**src/rtl/fir_host_pkg.sv**
```systemverilog
// Shared types and defaults for the FIR host driver.
// State encoding and watchdog width helper live here.
package fir_host_pkg;

    localparam int DATA_W_DEF       = 16;
    localparam int NUM_COEFFS_DEF   = 4;
    localparam int WAIT_TIMEOUT_DEF = 15;

    function automatic int tmo_width(input int t);
        return $clog2(t + 1);
    endfunction

    localparam int TMO_W = tmo_width(WAIT_TIMEOUT_DEF);

    typedef enum logic [2:0] {
        IDLE,
        C_HI,
        C_LO,
        S_HI,
        S_LO,
        S_CAP,
        RESULT
    } state_t;

endpackage

```
**src/rtl/fir_host_driver_if.sv**
```systemverilog
// System-side streams of the FIR host driver: coefficients,
// samples in, results out, all valid/ready.
interface fir_host_driver_if
    import fir_host_pkg::*;
#(
    parameter int DATA_W = DATA_W_DEF
) ();

    logic              coeff_valid;
    logic              coeff_ready;
    logic [DATA_W-1:0] coeff_data;
    logic              samp_valid;
    logic              samp_ready;
    logic [DATA_W-1:0] samp_data;
    logic              res_valid;
    logic              res_ready;
    logic [DATA_W-1:0] res_data;
    logic              res_err;

    modport master (
        output coeff_valid, coeff_data,
        input  coeff_ready,
        output samp_valid, samp_data,
        input  samp_ready,
        input  res_valid, res_data, res_err,
        output res_ready
    );

    modport slave (
        input  coeff_valid, coeff_data,
        output coeff_ready,
        input  samp_valid, samp_data,
        output samp_ready,
        output res_valid, res_data, res_err,
        input  res_ready
    );

endinterface

```
**src/rtl/fir_wait_timer.sv**
```systemverilog
// Per-state watchdog: counts cycles while enabled, flags the
// last permitted cycle so the FSM can bail out on that edge.
module fir_wait_timer
    import fir_host_pkg::*;
#(
    parameter int WAIT_TIMEOUT = WAIT_TIMEOUT_DEF
) (
    input  logic clk,
    input  logic rst,
    input  logic clear,
    input  logic enable,
    output logic expired
);

    localparam int W = tmo_width(WAIT_TIMEOUT);

    logic [W-1:0] cnt;

    assign expired = enable && (cnt == W'(WAIT_TIMEOUT - 1));

    always_ff @(posedge clk) begin
        if (rst || clear) begin
            cnt <= '0;
        end else if (enable && !expired) begin
            cnt <= cnt + 1'b1;
        end
    end

endmodule

```
**src/rtl/fir_host_driver.sv**
```systemverilog
// Initiator for the FIR filter strobe/modwait handshake: loads
// coefficients and samples, returns captured results.
module fir_host_driver
    import fir_host_pkg::*;
#(
    parameter int NUM_COEFFS   = NUM_COEFFS_DEF,
    parameter int DATA_W       = DATA_W_DEF,
    parameter int WAIT_TIMEOUT = WAIT_TIMEOUT_DEF
) (
    input  logic              clk,
    input  logic              rst,
    fir_host_driver_if.slave  bus,
    output logic [DATA_W-1:0] sample_data,
    output logic [DATA_W-1:0] fir_coefficient,
    output logic              load_coeff,
    output logic              data_ready,
    input  logic              modwait,
    input  logic [DATA_W-1:0] fir_out,
    input  logic              err,
    input  logic              one_k_samples,
    output logic              coeffs_loaded,
    output logic              timeout,
    output logic [7:0]        kblk_cnt
);

    localparam int IDX_W = $clog2(NUM_COEFFS + 1);

    state_t           state;
    state_t           state_next;
    logic [IDX_W-1:0] idx;
    logic             idle;
    logic             c_acc;
    logic             s_acc;
    logic             tmr_en;
    logic             tmr_clr;
    logic             expired;

    // Ready is masked by rst so every output reads 0 during reset.
    assign idle = (state == IDLE) && !rst;
    assign bus.coeff_ready = idle;
    assign bus.samp_ready = idle && coeffs_loaded && !bus.coeff_valid;
    assign c_acc = bus.coeff_valid && bus.coeff_ready;
    assign s_acc = bus.samp_valid && bus.samp_ready;

    assign tmr_en = (state == C_HI) || (state == C_LO) ||
                    (state == S_HI) || (state == S_LO);
    assign tmr_clr = (state_next != state);

    fir_wait_timer #(
        .WAIT_TIMEOUT(WAIT_TIMEOUT)
    ) u_timer (
        .clk    (clk),
        .rst    (rst),
        .clear  (tmr_clr),
        .enable (tmr_en),
        .expired(expired)
    );

    always_comb begin
        state_next = state;
        unique case (state)
            IDLE: begin
                if (c_acc) begin
                    state_next = C_HI;
                end else if (s_acc) begin
                    state_next = S_HI;
                end
            end
            C_HI: begin
                if (modwait) begin
                    state_next = C_LO;
                end else if (expired) begin
                    state_next = IDLE;
                end
            end
            C_LO: begin
                if (!modwait || expired) begin
                    state_next = IDLE;
                end
            end
            S_HI: begin
                if (modwait) begin
                    state_next = S_LO;
                end else if (expired) begin
                    state_next = IDLE;
                end
            end
            S_LO: begin
                if (!modwait) begin
                    state_next = S_CAP;
                end else if (expired) begin
                    state_next = IDLE;
                end
            end
            S_CAP: state_next = RESULT;
            RESULT: begin
                if (bus.res_ready) begin
                    state_next = IDLE;
                end
            end
            default: state_next = IDLE;
        endcase
    end

    always_ff @(posedge clk) begin
        if (rst) begin
            state           <= IDLE;
            idx             <= '0;
            sample_data     <= '0;
            fir_coefficient <= '0;
            load_coeff      <= 1'b0;
            data_ready      <= 1'b0;
            coeffs_loaded   <= 1'b0;
            timeout         <= 1'b0;
            kblk_cnt        <= '0;
            bus.res_valid   <= 1'b0;
            bus.res_data    <= '0;
            bus.res_err     <= 1'b0;
        end else begin
            state <= state_next;
            if (one_k_samples) begin
                kblk_cnt <= kblk_cnt + 8'd1;
            end
            unique case (state)
                IDLE: begin
                    if (c_acc) begin
                        fir_coefficient <= bus.coeff_data;
                        load_coeff      <= 1'b1;
                        if (coeffs_loaded) begin
                            coeffs_loaded <= 1'b0;
                            idx           <= '0;
                        end
                    end else if (s_acc) begin
                        sample_data <= bus.samp_data;
                        data_ready  <= 1'b1;
                    end
                end
                C_HI: begin
                    if (modwait) begin
                        load_coeff <= 1'b0;
                    end else if (expired) begin
                        load_coeff    <= 1'b0;
                        timeout       <= 1'b1;
                        coeffs_loaded <= 1'b0;
                        idx           <= '0;
                    end
                end
                C_LO: begin
                    if (!modwait) begin
                        if (idx == IDX_W'(NUM_COEFFS - 1)) begin
                            idx           <= '0;
                            coeffs_loaded <= 1'b1;
                        end else begin
                            idx <= idx + 1'b1;
                        end
                    end else if (expired) begin
                        timeout       <= 1'b1;
                        coeffs_loaded <= 1'b0;
                        idx           <= '0;
                    end
                end
                S_HI: begin
                    if (modwait) begin
                        data_ready <= 1'b0;
                    end else if (expired) begin
                        data_ready <= 1'b0;
                        timeout    <= 1'b1;
                    end
                end
                S_LO: begin
                    if (modwait && expired) begin
                        timeout <= 1'b1;
                    end
                end
                S_CAP: begin
                    bus.res_data  <= fir_out;
                    bus.res_err   <= err;
                    bus.res_valid <= 1'b1;
                end
                RESULT: begin
                    if (bus.res_ready) begin
                        bus.res_valid <= 1'b0;
                    end
                end
                default: ;
            endcase
        end
    end

endmodule
```
**src/flat_wrapper.sv**
```systemverilog
// flat-port wrapper written by rule: the top's interface ports become plain ports
module fir_host_driver_flat import fir_host_pkg::*;
#(
    parameter int NUM_COEFFS   = NUM_COEFFS_DEF,
    parameter int DATA_W       = DATA_W_DEF,
    parameter int WAIT_TIMEOUT = WAIT_TIMEOUT_DEF
)
  (clk, rst, sample_data, fir_coefficient, load_coeff, data_ready, modwait, fir_out, err, one_k_samples, coeffs_loaded, timeout, kblk_cnt, bus_coeff_valid, bus_coeff_data, bus_coeff_ready, bus_samp_valid, bus_samp_data, bus_samp_ready, bus_res_valid, bus_res_data, bus_res_err, bus_res_ready);
  fir_host_driver_if #(.DATA_W(DATA_W)) bus_i ();
  input  logic clk;
  input  logic rst;
  output logic [DATA_W-1:0] sample_data;
  output logic [DATA_W-1:0] fir_coefficient;
  output logic load_coeff;
  output logic data_ready;
  input  logic modwait;
  input  logic [DATA_W-1:0] fir_out;
  input  logic err;
  input  logic one_k_samples;
  output logic coeffs_loaded;
  output logic timeout;
  output logic [7:0] kblk_cnt;
  input wire logic [$bits(bus_i.coeff_valid)-1:0] bus_coeff_valid;
  input wire logic [$bits(bus_i.coeff_data)-1:0] bus_coeff_data;
  output wire logic [$bits(bus_i.coeff_ready)-1:0] bus_coeff_ready;
  input wire logic [$bits(bus_i.samp_valid)-1:0] bus_samp_valid;
  input wire logic [$bits(bus_i.samp_data)-1:0] bus_samp_data;
  output wire logic [$bits(bus_i.samp_ready)-1:0] bus_samp_ready;
  output wire logic [$bits(bus_i.res_valid)-1:0] bus_res_valid;
  output wire logic [$bits(bus_i.res_data)-1:0] bus_res_data;
  output wire logic [$bits(bus_i.res_err)-1:0] bus_res_err;
  input wire logic [$bits(bus_i.res_ready)-1:0] bus_res_ready;
  assign bus_i.coeff_valid = bus_coeff_valid;
  assign bus_i.coeff_data = bus_coeff_data;
  assign bus_coeff_ready = bus_i.coeff_ready;
  assign bus_i.samp_valid = bus_samp_valid;
  assign bus_i.samp_data = bus_samp_data;
  assign bus_samp_ready = bus_i.samp_ready;
  assign bus_res_valid = bus_i.res_valid;
  assign bus_res_data = bus_i.res_data;
  assign bus_res_err = bus_i.res_err;
  assign bus_i.res_ready = bus_res_ready;
  fir_host_driver #(.NUM_COEFFS(NUM_COEFFS), .DATA_W(DATA_W), .WAIT_TIMEOUT(WAIT_TIMEOUT)) u_core (.clk(clk), .rst(rst), .bus(bus_i), .sample_data(sample_data), .fir_coefficient(fir_coefficient), .load_coeff(load_coeff), .data_ready(data_ready), .modwait(modwait), .fir_out(fir_out), .err(err), .one_k_samples(one_k_samples), .coeffs_loaded(coeffs_loaded), .timeout(timeout), .kblk_cnt(kblk_cnt));
endmodule
```
**config.mk**
```make
export PLATFORM = sky130hd
export DESIGN_NAME = fir_host_driver_flat
export DESIGN_NICKNAME = d
export VERILOG_FILES = /design/src/rtl/fir_host_pkg.sv /design/src/rtl/fir_host_driver_if.sv /design/src/rtl/fir_wait_timer.sv /design/src/rtl/fir_host_driver.sv /design/src/flat_wrapper.sv
export SDC_FILE = /design/constraint.sdc
export NUM_CORES = 1
export LEC_CHECK = 0
export CAP_MARGIN = 20
export CORE_MARGIN = 2
export CORE_UTILIZATION = 39
export DETAILED_ROUTE_END_ITERATION = 12
export PLACE_DENSITY = 0.76
export SYNTH_ARGS = -nofsm -noshare
export SYNTH_HDL_FRONTEND = slang
export SYNTH_SLANG_ARGS = --single-unit
```
**constraint.sdc**
```tcl
create_clock -name clk -period 1.6 [get_ports clk]
set_input_delay 0.32 -clock clk [delete_from_list [all_inputs] [get_ports clk]]
set_output_delay 0.32 -clock clk [all_outputs]
set_load 0.02 [all_outputs]
```
## After elaboration in Yosys (flattened, before gate mapping)

Cells that the tools add are included.

- Register bits: 72
- Input bits: 56

- Bitwise logic cells: 1
- Add/sub/neg operators: 3
- Mux-type cells: 36
- Equal/unequal tests: 21
- Reduce and logical (&&, ||, !) cells: 32

Operators by type and width:

| cell | number |
|---|---|
| 3-bit 2-to-1 mux | 14 |
| 3-bit case mux with 7 select lines | 1 |
| 4-bit AND reduction | 4 |
| 1-bit 2-to-1 mux | 15 |
| 2-bit inequality test (second input constant) | 6 |
| 3-bit by 2-bit equality test with 1-bit output (second input constant) | 3 |
| 3-bit equality test (second input constant) | 3 |
| 3-bit case mux with 3 select lines | 1 |
| 8-bit by 1-bit adder with 8-bit output (second input constant) | 1 |
| 1-bit logical AND | 8 |
| 2-bit by 1-bit inequality test with 1-bit output (second input constant) | 3 |
| 3-bit by 2-bit inequality test with 1-bit output (second input constant) | 2 |
| 1-bit case mux with 2 select lines | 3 |
| 1-bit case mux with 3 select lines | 2 |
| 3-bit AND reduction | 2 |
| 2-bit nonzero test | 3 |
| 3-bit nonzero test | 2 |
| 1-bit logical OR | 5 |
| 4-bit by 1-bit adder with 4-bit output (second input constant) | 1 |
| 4-bit equality test (second input constant) | 1 |
| 1-bit zero test | 4 |
| 2-bit AND reduction | 2 |
| 3-bit by 1-bit adder with 3-bit output (second input constant) | 1 |
| 3-bit by 1-bit equality test with 1-bit output (second input constant) | 1 |
| 5 further kinds | 5 |

## Longest topological paths before layout

- Word-level depth: 10
- Depth in mapped cells: 8

## Modules after synthesis

Synthesis repeated with hierarchy kept, for this count alone.

- Cells, all modules: 355
- Area, all modules: 3084.2 um2

By module, submodules not included:

| module | instances | cells an instance | sequential area each (um2) | area each (um2) |
|---|---|---|---|---|
| fir_host_driver | 1 | 332 | 1361.3 | 2867.8 |
| fir_wait_timer | 1 | 23 | 80.1 | 216.5 |

## Worst setup path before layout

OpenSTA, ideal clock, no wires.

- Path type: input to register
- From: input rst
- To: register u_core.fir_coefficient[10]
- Arrival time: 1.611 ns
- Stages: 6
- Setup slack: -0.124 ns
- Buffers on the path: 2
- Cells stage by stage: buf_2 -> nor4_2 -> nand2_1 -> clkbuf_1 -> nand3b_1 -> nand2_1

- Cells in the longest elaborated chain, start to end: 4

RTL lines:

| element | RTL line | RTL |
|---|---|---|
| start, declared | flat_wrapper.sv:11 | `input logic rst;` |
| 1-bit zero test | fir_host_driver.sv:39 | `assign idle = (state == IDLE) && !rst;` |
| 1-bit logical AND | fir_host_driver.sv:39 |  |
| net bus_coeff_ready | flat_wrapper.sv:25 | `output wire logic [$bits(bus_i.coeff_ready)-1:0] bus_coeff_ready;` |
| 1-bit logical AND | fir_host_driver.sv:42 | `assign c_acc = bus.coeff_valid && bus.coeff_ready;` |
| 2-bit AND reduction (no source line) | n/a |  |
| end signal, assigned | fir_host_driver.sv:127 | `fir_coefficient <= bus.coeff_data;` |
| end, declared | fir_host_driver.sv:14 | `output logic [DATA_W-1:0] fir_coefficient,` |

The timed path passes the listed nets, and every way through them passes these cells.
A chain may end at the register's enable or synchronous reset.

## Worst setup path after layout

- From: register u_core.u_timer.cnt[0]
- To: register u_core.u_timer.cnt[2]

- Cells in the longest elaborated chain, start to end: 7

RTL lines:

| element | RTL line | RTL |
|---|---|---|
| start, declared | fir_wait_timer.sv:17 | `logic [W-1:0] cnt;` |
| start signal, assigned | fir_wait_timer.sv:25 | `cnt <= cnt + 1'b1;` |
| 4-bit equality test | fir_wait_timer.sv:19 | `assign expired = enable && (cnt == W'(WAIT_TIMEOUT - 1));` |
| 1-bit logical AND | fir_wait_timer.sv:19 |  |
| 3-bit 2-to-1 mux / 1-bit logical OR (equally long branches) | n/a |  |
| 3-bit 2-to-1 mux (on tied branches) | n/a |  |
| 3-bit case mux with 7 select lines | fir_host_driver.sv:61 | `unique case (state)` |
| 3-bit inequality test | fir_host_driver.sv:47 | `assign tmr_clr = (state_next != state);` |
| 1-bit logical OR | fir_wait_timer.sv:22 | `if (rst \|\| clear) begin` |

Several ways; a longest one is shown, not always the timed one.

==> results.ini <==
[logic_synthesis]
ys_seq_area_share_pct=46.8
async_flop_share_pct=0
ys_ff_latch=72
synth_ff_type=dfxtp_1
avgSynthCellArea_um2=8.42
yosys_warnings=0
syn_area_um2=3080
syn_inst=366
synth_cell_types=44
synth_nets=426
synth_edf_count=0

[flow_run]
cap_violations=0

[cts]
clock_latency_ns=0.34
clk_path_buf_depth=2
clk_pin_slew_ns=0.07
cts_num_sinks=72
htreeDepth=3
cts_made_buffers=9
cts_tree=built
cts_root_buf=clkbuf_8

[final_layout]
drive_gt1_share_pct=12.9
area_delta_synth_final_pct=54.7
n_antenna_cell=0
final_common_cell=nand2_1
layout_common_cells=77 x nand2_1, 69 x dfxtp_1, 56 x dlygate4sd2_1
nNetsFinal=560
final_util_pct=62.0

[critical_path]
critPathLaunchType=flip-flop
crit_fanout=5
endpoint_kind=flip-flop
cp.arrival_ns=1.83
cp.required_ns=1.86
critical_path_class=reg -> reg

[placed_design]
port_buffers=119
gp_congestion=0.812
dp_slack_ns=-0.339
dpl.hpwl_mm=5.84

[run_status]
status=completed

[grt]
antenna_found_initial=0
grt_pass1_vias=2941
grt_overflow=0
grt_use_total_pct=19.3
grt_max_degree=41
grt_pass1_wl_mm=13.6

[min_path]
hold_class=reg -> reg

[sta]
fin_crit_sh_pct=98.3
clock.fmax_mhz=636
finalClockSkew_ns=0.00693
hold_viol=0
maxSlewViolCount=0
worst_pin_slew_ns=0.378
finalSetupViolCount=0
setup_tns_ns=0
layout_min_cycle_time_ns=1.57
slew_headroom_pct=74.8
layout_setup_ws_ns=0.0279
rsz0062_at_grt=true

[drt]
drcViolationCount=0
via_per_inst=4.93
routedWlPerCell_um=13.6
firstDrtPassIters=4
via_count=2989
drt_iter0_drc=157
antenna_left=0
wl_mm=8.25

[power_and_ir_drop]
power_frac_seq_pct=48.0
cellLeakagePower_nw=2.30
p_per_area_nw_per_um2=818
ir_worst_vdd_mv=0.695
comb_power_share_pct=13.3
p_clk_share_pct=38.7
internal_power_mw=2.98
p_sw_share_pct=23.5
p_switching_mw=0.915

[floorplan]
die_width_um=92.9
core-area_um2=7690
io_pins=120
die_height_um=92.9
rows=32
die-area_um2=8630
initial_utilization_pct=40.1

flip-flops by register name, indices dropped and copies added (netlist names):
register and cells:
u_core.u_timer.cnt 4, u_core.bus.res_err 1, u_core.load_coeff 1, u_core.timeout 1
u_core.coeffs_loaded 1, u_core.data_ready 1, u_core.state 3, u_core.fir_coefficient 16
u_core.bus.res_valid 1, u_core.sample_data 16, u_core.idx 3, u_core.kblk_cnt 8
u_core.bus.res_data 16
what timing repair did:
item | 4_1_cts | 5_1_grt
buffers inserted | 0 | 2
endpoints found under the hold margin | 0 | 0
endpoints found under the setup margin | 64 | 39
hold buffers | 0 | 0
pin swaps | 1 | 7
resized for setup | 71 | 21
synthesized netlist by cell type (3+ instances only):
cell,instances,area (µm²)
xor2_1,4,35.0
buf_2,11,55.1
mux2i_1,18,180
nand3b_1,18,135
ha_1,4,50.1
nand2_1,77,289
nor2_1,38,143
or3_1,4,25.0
a21oi_1,30,150
o22ai_1,3,18.8
nor2b_1,5,31.3
clkbuf_1,11,41.3
xnor2_1,4,35.0
dfxtp_1,72,1440
nand3_1,5,25.0
nand2b_1,7,43.8
o21ai_0,10,50.1
inv_1,4,15.0
buf_4,3,22.5
nand4_1,6,37.5
worst max-delay path, stage by stage, from the launching register on:
cell      delay (ns)
dfxtp_2         0.34
inv_2           0.06
ha_4            0.16
and3_4          0.20
or3_1           0.32
nand4_1         0.11
nand4_2         0.15
a211oi_2        0.17
area by class of cell:
cell class | count | area (µm²)
fill | 697 | 2920
multi-input combinational | 264 | 1560
sequential | 72 | 1450
timing repair buffer | 149 | 1410
clock buffer | 11 | 131
tap | 102 | 128
clock inverter | 4 | 70.1
inverter | 4 | 15.0
routing by layer:
layer,track usage [%],wire [µm]
met1,23.6,3550
met5,0,0
met4,5.64,83
met2,32.7,4040
met3,5.86,577
power by group through the flow:
stage	combinational, mW	sequential (mW)	clock [mW]
detailed placement	0.532	1.91	0
CTS	0.508	1.87	1.55
finish	0.520	1.87	1.51
floorplan	0.181	1.96	0
global route	0.566	1.88	1.63
global placement	0.525	1.91	0
logic make-up after synthesis:
kind of cell,Yosys count,share of synthesized area (%)
flops,72,46.8
mux,19,6.21
compound gates,60,11.5
simple gates,173,27.2
fa+ha+maj,4,1.62
xor+xnor,8,2.27
buf+inv,30,4.47
worst paths after layout:
| check | from | to | slack [ns] | cells past startpoint |
|---|---|---|---|---|
| setup / recovery | u_core.u_timer.cnt[0] | u_core.u_timer.cnt[2] | 0.03 | 7 |
| hold / removal | u_core.bus.res_data[1] | u_core.bus.res_data[1] | 0.45 | 2 |
| setup reg to reg | u_core.u_timer.cnt[0] | u_core.u_timer.cnt[2] | 0.03 | 7 |
| hold reg to reg | u_core.bus.res_data[1] | u_core.bus.res_data[1] | 0.45 | 2 |
metrics by stage:
step	hold WS (ns)	total power, mW	area, µm²	std cells
2_1_floorplan	0.419	2.14	3100	366
3_3_place_gp	0.443	2.44	4540	589
3_5_place_dp	0.446	2.44	4540	589
4_1_cts	0.453	3.93	4680	604
5_1_grt	0.465	4.07	4770	606
6_report	0.452	3.90	4770	606
Power figures use the tool's default switching activity.
